File: config.mk
export PLATFORM = sky130hd
export DESIGN_NAME = inst_fetch
export DESIGN_NICKNAME = d
export VERILOG_FILES = /design/src/rtl/inst_fetch.sv
export SDC_FILE = /design/constraint.sdc
export NUM_CORES = 1
export LEC_CHECK = 0
export BUFFER_PORTS_ARGS = -buffer_cell sky130_fd_sc_hd__buf_2
export CORE_MARGIN = 2
export CORE_UTILIZATION = 49
export CTS_CLUSTER_SIZE = 14
export DETAILED_ROUTE_END_ITERATION = 6
export PLACE_DENSITY = 0.76
export SETUP_SLACK_MARGIN = 0.15
export SLEW_MARGIN = 20
export SYNTH_ARGS = -nofsm -noshare
export SYNTH_HDL_FRONTEND = slang
export SYNTH_SLANG_ARGS = --single-unit
File: constraint.sdc
create_clock -name clk -period 3.1 [get_ports clk]
set_input_delay 0.62 -clock clk [delete_from_list [all_inputs] [get_ports clk]]
set_output_delay 0.62 -clock clk [all_outputs]
set_load 0.03 [all_outputs]
File: src/rtl/inst_fetch.sv
// Instruction fetch front end: owns the PC, runs single-outstanding
// req/gnt/rvalid transactions on the instruction bus, and buffers returned
// words in an output register backed by a one-entry skid for IF/ID.
module inst_fetch #(
  parameter logic [31:0] RESET_ADDR = 32'h0000_0000,
  parameter logic [31:0] INST_NOP_W = 32'h0000_0013
) (
  input  logic        clk,
  input  logic        rst,
  input  logic        jump_flag_i,
  input  logic [31:0] jump_addr_i,
  input  logic [2:0]  hold_flag_i,
  output logic        ibus_req_o,
  output logic [31:0] ibus_addr_o,
  input  logic        ibus_gnt_i,
  input  logic        ibus_rvalid_i,
  input  logic [31:0] ibus_rdata_i,
  output logic [31:0] inst_o,
  output logic [31:0] inst_addr_o,
  output logic        fetch_busy_o
);

  typedef enum logic [1:0] {
    S_IDLE = 2'd0,
    S_REQ  = 2'd1,
    S_WAIT = 2'd2
  } state_t;

  state_t      state_q, state_d;
  logic [31:0] pc_q, pc_d;
  logic [31:0] req_addr_q, req_addr_d;
  logic        kill_q, kill_d;

  logic        out_valid_q, out_valid_d;
  logic [31:0] out_inst_q, out_inst_d;
  logic [31:0] out_addr_q, out_addr_d;
  logic        skid_valid_q, skid_valid_d;
  logic [31:0] skid_inst_q, skid_inst_d;
  logic [31:0] skid_addr_q, skid_addr_d;

  logic        hold_en;
  logic        consume;
  logic        gnt_ok;
  logic        rsp_ok;
  logic        deliver;
  logic [31:0] jump_target;

  // Handshake qualifiers shared by the FSM and the output stage
  always_comb begin
    hold_en     = (hold_flag_i != 3'd0);
    consume     = out_valid_q && !hold_en && !jump_flag_i;
    jump_target = jump_addr_i & ~32'h0000_0003;
    // A full skid means nowhere to put another word, so stop requesting.
    ibus_req_o  = (state_q == S_REQ) && !skid_valid_q;
    ibus_addr_o = pc_q;
    gnt_ok      = ibus_req_o && ibus_gnt_i;
    rsp_ok      = (state_q == S_WAIT) && ibus_rvalid_i;
    // Killed responses and responses racing a redirect are discarded.
    deliver     = rsp_ok && !kill_q && !jump_flag_i;
  end

  // Bus FSM and PC next-state; a redirect always overrides the PC
  always_comb begin
    state_d    = state_q;
    pc_d       = pc_q;
    req_addr_d = req_addr_q;
    kill_d     = kill_q;
    case (state_q)
      S_IDLE: state_d = S_REQ;
      S_REQ: begin
        if (gnt_ok) begin
          state_d    = S_WAIT;
          pc_d       = pc_q + 32'd4;
          req_addr_d = pc_q;
          // Granted in the redirect cycle: the word in flight is stale.
          kill_d     = jump_flag_i;
        end
      end
      S_WAIT: begin
        if (rsp_ok) begin
          state_d = S_REQ;
          kill_d  = 1'b0;
        end else if (jump_flag_i) begin
          kill_d = 1'b1;
        end
      end
      default: state_d = S_IDLE;
    endcase
    if (jump_flag_i) begin
      pc_d = jump_target;
    end
  end

  // Output register / skid next-state: flush on redirect, refill on consume
  always_comb begin
    out_valid_d  = out_valid_q;
    out_inst_d   = out_inst_q;
    out_addr_d   = out_addr_q;
    skid_valid_d = skid_valid_q;
    skid_inst_d  = skid_inst_q;
    skid_addr_d  = skid_addr_q;
    if (jump_flag_i) begin
      out_valid_d  = 1'b0;
      skid_valid_d = 1'b0;
    end else if (consume) begin
      if (skid_valid_q) begin
        out_valid_d  = 1'b1;
        out_inst_d   = skid_inst_q;
        out_addr_d   = skid_addr_q;
        skid_valid_d = deliver;
        if (deliver) begin
          skid_inst_d = ibus_rdata_i;
          skid_addr_d = req_addr_q;
        end
      end else if (deliver) begin
        out_valid_d = 1'b1;
        out_inst_d  = ibus_rdata_i;
        out_addr_d  = req_addr_q;
      end else begin
        out_valid_d = 1'b0;
      end
    end else if (deliver) begin
      if (out_valid_q) begin
        skid_valid_d = 1'b1;
        skid_inst_d  = ibus_rdata_i;
        skid_addr_d  = req_addr_q;
      end else begin
        out_valid_d = 1'b1;
        out_inst_d  = ibus_rdata_i;
        out_addr_d  = req_addr_q;
      end
    end
  end

  // Control state registers with synchronous active-low reset
  always_ff @(posedge clk) begin
    if (!rst) begin
      state_q      <= S_IDLE;
      pc_q         <= RESET_ADDR;
      kill_q       <= 1'b0;
      out_valid_q  <= 1'b0;
      skid_valid_q <= 1'b0;
    end else begin
      state_q      <= state_d;
      pc_q         <= pc_d;
      kill_q       <= kill_d;
      out_valid_q  <= out_valid_d;
      skid_valid_q <= skid_valid_d;
    end
  end

  // Data registers; only meaningful while their valid flag is set
  always_ff @(posedge clk) begin
    req_addr_q  <= req_addr_d;
    out_inst_q  <= out_inst_d;
    out_addr_q  <= out_addr_d;
    skid_inst_q <= skid_inst_d;
    skid_addr_q <= skid_addr_d;
  end

  // IF/ID sees a NOP bubble whenever nothing valid is buffered
  always_comb begin
    inst_o       = out_valid_q ? out_inst_q : INST_NOP_W;
    inst_addr_o  = out_valid_q ? out_addr_q : 32'h0000_0000;
    fetch_busy_o = !out_valid_q;
  end

endmodule

==> impl_metrics.py, run 1 <==
metrics = {
    "cells_and_area": {
        "synthToLayoutAreaGrowth_pct": 21.41,
        "final_nets": 800,
        "stdcell_count": 956,
        "num_antenna_cells": 0,
        "drive_above_1_share_pct": 37.70,
    },
    "clock_tree": {
        "clkTransAtPathRegs_ns": 0.07,
        "h-tree-depth": 4,
        "cts_setup_buffers": 0,
        "numClockSinks": 189,
        "root_buffer": "clkbuf_16",
        "clk_path_buf_depth": 2,
        "clk_latency_ns": 0.42,
        "postCtsHoldBufs": 0,
        "ctsResizeCount": 0,
        "cts_made_buffers": 17,
        "cts_tree": "built",
    },
    "route": {
        "drc": 0,
        "wl_per_cell_um": 17.46,
        "vias": 5213,
        "first_iter_violations": 395,
        "first_pass_iters": 5,
        "routed_wl_um": 16690,
        "ant_nets": 0,
        "viasPerCell": 5.453,
    },
    "synthesis": {
        "synthCells": 563,
        "synth_xor_area_share_pct": 0.9940,
        "synth_adder_area_share_pct": 0.2840,
        "syn_area_sq_um": 7930,
        "synth_top_family_by_area": "simple AND/OR/NAND/NOR gates",
        "yosys.area_share.simple_pct": 14.39,
        "synth-seq-cells": 189,
        "avgSynthCellArea_sq_um": 14.09,
        "synth_edf_count": 154,
        "ys_types": 51,
        "synth.mux.area_fraction_pct": 8.930,
        "synth_ff_type": "edfxtp_1",
        "yosysWarningCount": 0,
        "yosysSeqAreaShare_pct": 67.15,
        "synth_compound_area_share_pct": 5.964,
        "async_flop_share_pct": 0,
    },
    "floorplanning": {
        "die_x_um": 131.2,
        "die-area_sq_um": 17220,
        "fp.dieH_um": 131.2,
        "initial_core_util_pct": 50.10,
        "row_count": 46,
        "core_sq_um": 15830,
        "io-pin-count": 170,
    },
    "sta": {
        "setup_tns_ns": 0,
        "setup_viol": 0,
        "rsz0062_at_grt": "false",
        "drv_slew": 0,
        "period_share_pct": 80.98,
        "hold_viol_final": 0,
        "finClkSkew_ns": 0.008639,
        "max_clock_freq_mhz": 398.3,
        "tightestPinTransition_ns": 0.6881,
        "min_period_ns": 2.510,
        "slew_headroom_pct": 53.88,
    },
    "grt": {
        "grt_pass1_wl_um": 27120,
        "overflow": 0,
        "antenna_found_initial": 0,
        "grt_usage_pct": 19.75,
        "grt_pass1_vias": 5250,
        "grt_max_degree": 63,
    },
    "power_and_ir_drop": {
        "combPwrFrac_pct": 6.2,
        "p_switching_w": 0.001182,
        "cell_internal_pwr_w": 0.004222,
        "design_power_total_w": 0.005404,
        "p_leak_nw": 3.672,
        "vdd_drop_max_mv": 0.3561,
        "powerDensity_nw_per_um2": 561.3,
        "swShare_pct": 21.88,
        "clockPowerShare_pct": 40.5,
        "sequentialPowerShare_pct": 53.3,
    },
    "setup_path": {
        "slowest_delay_ns": 0.58,
        "worstPathCellList": "buf_4 > and2_1 > buf_2",
        "worstSetupStartpointType": "flip-flop",
        "r2r_setup_slack_ns": 0.92,
        "crit_fanout": 44,
        "crit_slowest_cell": "dfxtp_2",
        "timing.rr.end": "ibus_addr_o[27]",
        "cp-end-kind": "output port",
        "regToRegStartpoint": "ibus_addr_o[12]",
        "worst_ep_required_time_ns": 2.48,
        "reg2reg_depth": 5,
        "worstPathArrival_ns": 1.89,
        "critical_path_class": "flip-flop to output port",
    },
    "placed_design": {
        "io_buffers": 163,
        "gp_congestion": 0.8417,
        "dpl.hpwl_um": 11150,
        "dp_cells": 924,
    },
    "status": {
        "status": "finished clean",
    },
    "worst_hold_path": {
        "worstHoldStart": "ibus_rdata_i[12]",
        "hold_class": "input pin to flip-flop",
        "min_to": "skid_inst_q[12]",
        "min_path_cells": 1,
    },
    "job": {
        "cap_viol_max_count": 0,
    },
}
worst max-delay path: cells and delay by family, from the launching register on:
| kind | cells | cell delay (ns) |
|---|---|---|
| simple gates | 1 | 0.22 |
| flops | 1 | 0.58 |
| buf+inv | 2 | 0.64 |
stage by stage:
stage	hold slack [ns]	instance area, sq um	setup slack (ns)	util, %
finish	0.3934	9628	0.5895	60.83
global route	0.3688	9628	0.4619	60.83
CTS	0.3716	9628	0.5422	60.83
detailed placement	0.4329	9010	0.8521	56.92
global placement	0.4275	9010	0.8993	56.92
floorplan	0.4204	7944	0.3035	-
cell usage after synthesis, types with 2 or more instances:
master	instances	area, sq um
nand4_1	16	100.1
a311oi_1	3	26.28
xnor2_1	7	61.31
nand3_1	12	60.06
clkbuf_1	23	86.33
o21ai_0	25	125.1
a211oi_1	8	60.06
nand2b_1	8	50.05
o211ai_1	4	30.03
nor2_1	11	41.29
buf_2	4	20.02
xor2_1	2	17.52
o211a_1	7	70.07
buf_1	2	7.510
nor2b_1	8	50.05
nor4b_1	2	17.52
mux2_2	62	698.2
and2_1	61	381.6
dfxtp_1	35	700.7
buf_4	4	30.03
a21oi_1	11	55.05
o21a_1	2	15.01
or3_1	3	18.77
and4_1	8	70.07
nor3b_1	5	37.54
inv_1	9	33.78
and3_1	4	25.02
nor3_1	9	45.04
edfxtp_1	154	4624
nand2_1	23	86.33
a211o_1	2	17.52
nor4_1	8	50.05
a31oi_1	3	18.77
flip-flops by register name, summed over array words and instances, names as in the netlist:
name and cells:
kill_q 1, out_inst_q 32, state_q 2, ibus_addr_o 30, out_valid_q 1, skid_valid_q 1, skid_inst_q 32, skid_addr_q 30
out_addr_q 30, req_addr_q 30
power groups by stage:
stage	Clock (W)	Sequential [W]	Combinational (W)
floorplan	0	0.00296	0.000167
global placement	0	0.00293	0.000323
detailed placement	0	0.00293	0.000334
CTS	0.00223	0.00288	0.000337
global route	0.00234	0.00289	0.000364
finish	0.00219	0.00288	0.000335
cells by family after synthesis:
logic type	after synthesis
other cells	1
compound gates	71
simple gates	186
xor+xnor	9
flops	189
mux	63
fa+ha+maj	2
buf+inv	42
metal layers:
metal | share of wire [%] | vias to the layer above | global-route usage [%]
li1 | - | 2448 | -
met1 | 44 | 2503 | 25.75
met2 | 48 | 232 | 32.13
met3 | 6.4 | 30 | 4.514
met4 | 2.1 | 0 | 8.152
met5 | 0 | - | 0
cell type report:
| cell class | instances | area (sq um) |
|---|---|---|
| clock buffers | 23 | 520.5 |
| inverters | 9 | 33.78 |
| flip-flops and latches | 189 | 5326 |
| multi-input cells | 335 | 2449 |
| repair buffers | 175 | 930.9 |
| clock inverters | 9 | 97.59 |
| fillers | 1210 | 6200 |
| well taps | 216 | 270.3 |
layout by cell type, fill, tap and decap left out, types with 10 or more instances in the layout:
cell       count
a21oi_1       11
and2_1        61
buf_2        163
buf_4         10
clkbuf_16     19
dfxtp_1       34
edfxtp_1     154
mux2_2        62
nand2_1       22
nand3_1       12
nand4_1       16
nor2_1        11
o21ai_0       25
how the worst max path moves through the flow:
stage	startpoint	endpoint	slack [ns]	depth (start not counted)
5_1_grt	out_valid_q	inst_addr_o[18]	0.46	3
2_1_floorplan	jump_flag_i	skid_addr_q[10]	0.30	3
4_1_cts	out_valid_q	inst_addr_o[15]	0.54	3
3_3_place_gp	hold_flag_i[0]	out_inst_q[24]	0.90	6
6_report	out_valid_q	inst_addr_o[18]	0.59	3
3_5_place_dp	hold_flag_i[0]	out_inst_q[24]	0.85	6
Power figures use the tool's default switching activity.
==> inputs of run 2 (changes only) <==
Settings changed: ABC_AREA set to 1, CORE_UTILIZATION 49 to 50, PLACE_DENSITY 0.76 to 0.77.
Clock period 3.1 ns to 2.2 ns, I/O delays scaled along.
==> run 2 against run 1 <==
Net effect:
- register-to-register slack worse by 0.58 ns
- sequential power up 40%
- combinational power up 40%
- area after synthesis up 4.4%
- total power up 41%
- critical path type unchanged
- largest power group unchanged
- highest routed layer unchanged
==> impl_metrics.py, run 2 <==
metrics = {
    "synthesis": {
        "yosysWarningCount": 0,
        "synth_edf_count": 154,
        "synth_commonest_cells": "360 x nand2_1, 154 x edfxtp_1, 123 x inv_1",
        "syn_area_sq_um": 8275,
        "synth-seq-cells": 189,
        "ys_types": 34,
        "synthTopCellsByArea": "edfxtp_1 56%, nand2_1 16%, dfxtp_1 8.5%",
        "synth_most_common_cell": "nand2_1",
        "yosysSeqAreaShare_pct": 64.35,
        "async_flop_share_pct": 0,
        "synth_ff_type": "edfxtp_1",
        "yosysTopAreaCell": "edfxtp_1",
        "synthCells": 890,
        "avgSynthCellArea_sq_um": 9.298,
        "synth_top_area_share_pct": 55.88,
    },
    "setup_path": {
        "worstPathCellList": "buf_12 > nand2_1 > inv_1 > buf_2",
        "r2r_setup_slack_ns": 0.34,
        "worst_ep_required_time_ns": 1.76,
        "reg2reg_depth": 10,
        "startpoint": "out_valid_q",
        "regToRegStartpoint": "ibus_addr_o[2]",
        "critical_path_class": "flip-flop to output port",
        "cpLargestDelayFamily": "buffers and inverters",
        "cp_num_buf_inv": 3,
        "timing.rr.end": "ibus_addr_o[20]",
        "slowest_delay_ns": 0.38,
        "crit_fanout": 59,
        "worstPathArrival_ns": 1.46,
        "crit_slowest_cell": "dfxtp_2",
        "worst-path-stages": 4,
        "worstSetupStartpointType": "flip-flop",
        "crit_path_end": "inst_addr_o[21]",
        "cp-end-kind": "output port",
    },
    "cells_and_area": {
        "drive_above_1_share_pct": 21.46,
        "fin_area_sq_um": 10020,
        "synthToLayoutAreaGrowth_pct": 21.05,
        "reg_top3": "out_inst_q: 32 flops, skid_inst_q: 32 flops",
        "multiInputGateArea_sq_um": 2315,
        "fillCellCount": 1348,
        "regArea_sq_um": 5326,
        "num_antenna_cells": 0,
        "finalCoreUtilization_pct": 61.05,
        "mostFrequentLayoutCell": "nand2_1",
        "final_nets": 1132,
        "layout_common_cells": "360 x nand2_1, 163 x buf_2, 154 x edfxtp_1",
    },
    "clock_tree": {
        "clk_latency_ns": 0.43,
        "postCtsHoldBufs": 0,
        "cts_tree": "built",
        "clkTransAtPathRegs_ns": 0.07,
        "h-tree-depth": 4,
        "clk_path_buf_depth": 2,
        "cts_made_buffers": 17,
        "numClockSinks": 189,
        "root_buffer": "clkbuf_16",
    },
    "sta": {
        "drv_slew": 0,
        "min_period_ns": 1.897,
        "hold_viol_final": 0,
        "period_share_pct": 86.22,
        "finClkSkew_ns": 0.01578,
        "max_clock_freq_mhz": 527.2,
        "rsz0062_at_grt": "false",
        "setup_viol": 0,
    },
    "route": {
        "routed_wl_um": 17280,
        "wl_per_cell_um": 13.38,
        "ant_nets": 0,
        "viasPerCell": 4.717,
        "first_iter_violations": 460,
        "vias": 6095,
        "first_pass_iters": 5,
        "drc": 0,
    },
    "power_and_ir_drop": {
        "p_leak_nw": 4.634,
        "powerDensity_nw_per_um2": 760.2,
        "vdd_drop_max_mv": 0.5748,
    },
    "worst_hold_path": {
        "hold_class": "input pin to flip-flop",
        "worstHoldStart": "ibus_rdata_i[0]",
    },
    "floorplanning": {
        "row_count": 47,
        "fp.dieH_um": 132.7,
        "die_x_um": 132.7,
        "core_sq_um": 16410,
        "initial_core_util_pct": 50.44,
        "die-area_sq_um": 17600,
        "io-pin-count": 170,
    },
    "grt": {
        "grt_pass1_vias": 5596,
        "grt_max_degree": 60,
        "grt_usage_pct": 20.20,
        "antenna_found_initial": 0,
        "overflow": 0,
        "grt_pass1_wl_um": 27540,
    },
    "status": {
        "status": "finished clean",
    },
    "job": {
        "cap_viol_max_count": 0,
    },
    "placed_design": {
        "dpl.hpwl_um": 12170,
        "gp_congestion": 0.9185,
        "io_buffers": 163,
        "dpl_cell_area_sq_um": 9399,
    },
}
run 2: cell count changes after synthesis, sizes merged, moves of 9 or more:
cell / change
a21oi: +19
nand2: +339
nor2: +44
inv: +117
buf: +14
mux2: -62
o21ai: +13
nand4: -15
nor4: -9
nand3: +19
clkbuf: -13
and2: -60
run 2: routing by layer:
layer | GRT usage [%] | up-vias | part of all wire, %
li1 | - | 3155 | -
met1 | 26.00 | 2701 | 43
met2 | 32.93 | 212 | 48
met3 | 5.134 | 27 | 6.4
met4 | 8.124 | 0 | 1.8
met5 | 0 | - | 0
run 2: final cells by class:
cell class | instances | share of cell area [%]
tap | 220 | 2.748
inverter | 126 | 4.809
multi-input combinational | 544 | 23.11
clock buffer | 20 | 4.459
timing repair buffer | 181 | 10.12
clock inverter | 12 | 1.586
sequential | 189 | 53.17
run 2: where the power goes:
| part | leakage [nW] | total, W | internal [W] | switching [W] |
|---|---|---|---|---|
| Combinational | 2.65 | 0.000470 | 0.000164 | 0.000306 |
| Clock | 0.291 | 0.00312 | 0.00183 | 0.00129 |
| Sequential | 1.69 | 0.00403 | 0.00395 | 0.0000774 |
run 2: kinds of logic after synthesis:
group | synth area share [%]
compound gates | 4.732
xor+xnor | 0.7409
fa+ha+maj | 0.1512
buf+inv | 7.907
flops | 64.35
other cells | 0.04531
simple gates | 22.07
run 2: worst min-delay path by stage:
stage	endpoint	slack, ns	depth (start not counted)
after floorplan	skid_addr_q[10]	0.43	0
after global placement	skid_addr_q[19]	0.43	0
after detailed placement	skid_addr_q[19]	0.44	0
after CTS	skid_inst_q[29]	0.18	1
after global routing	skid_inst_q[3]	0.18	1
final	skid_inst_q[0]	0.20	1
run 2: metrics by stage:
step                total power (W)  instances  hold slack, ns  setup TNS [ns]  setup WS (ns)
CTS                        0.007684       1292          0.1814               0         0.1911
detailed placement         0.004574       1260          0.4386               0         0.1834
floorplan                  0.004372        893          0.4268          -45.20        -0.4536
finish                     0.007615       1292          0.2009               0         0.3032
global placement           0.004558       1260          0.4306               0         0.2035
global route               0.007867       1292          0.1788               0         0.2078
run 2: repair_timing:
item,4_1_cts,5_1_grt
setup buffers,0,0
setup endpoints to repair,59,7
gates resized for setup,2,1
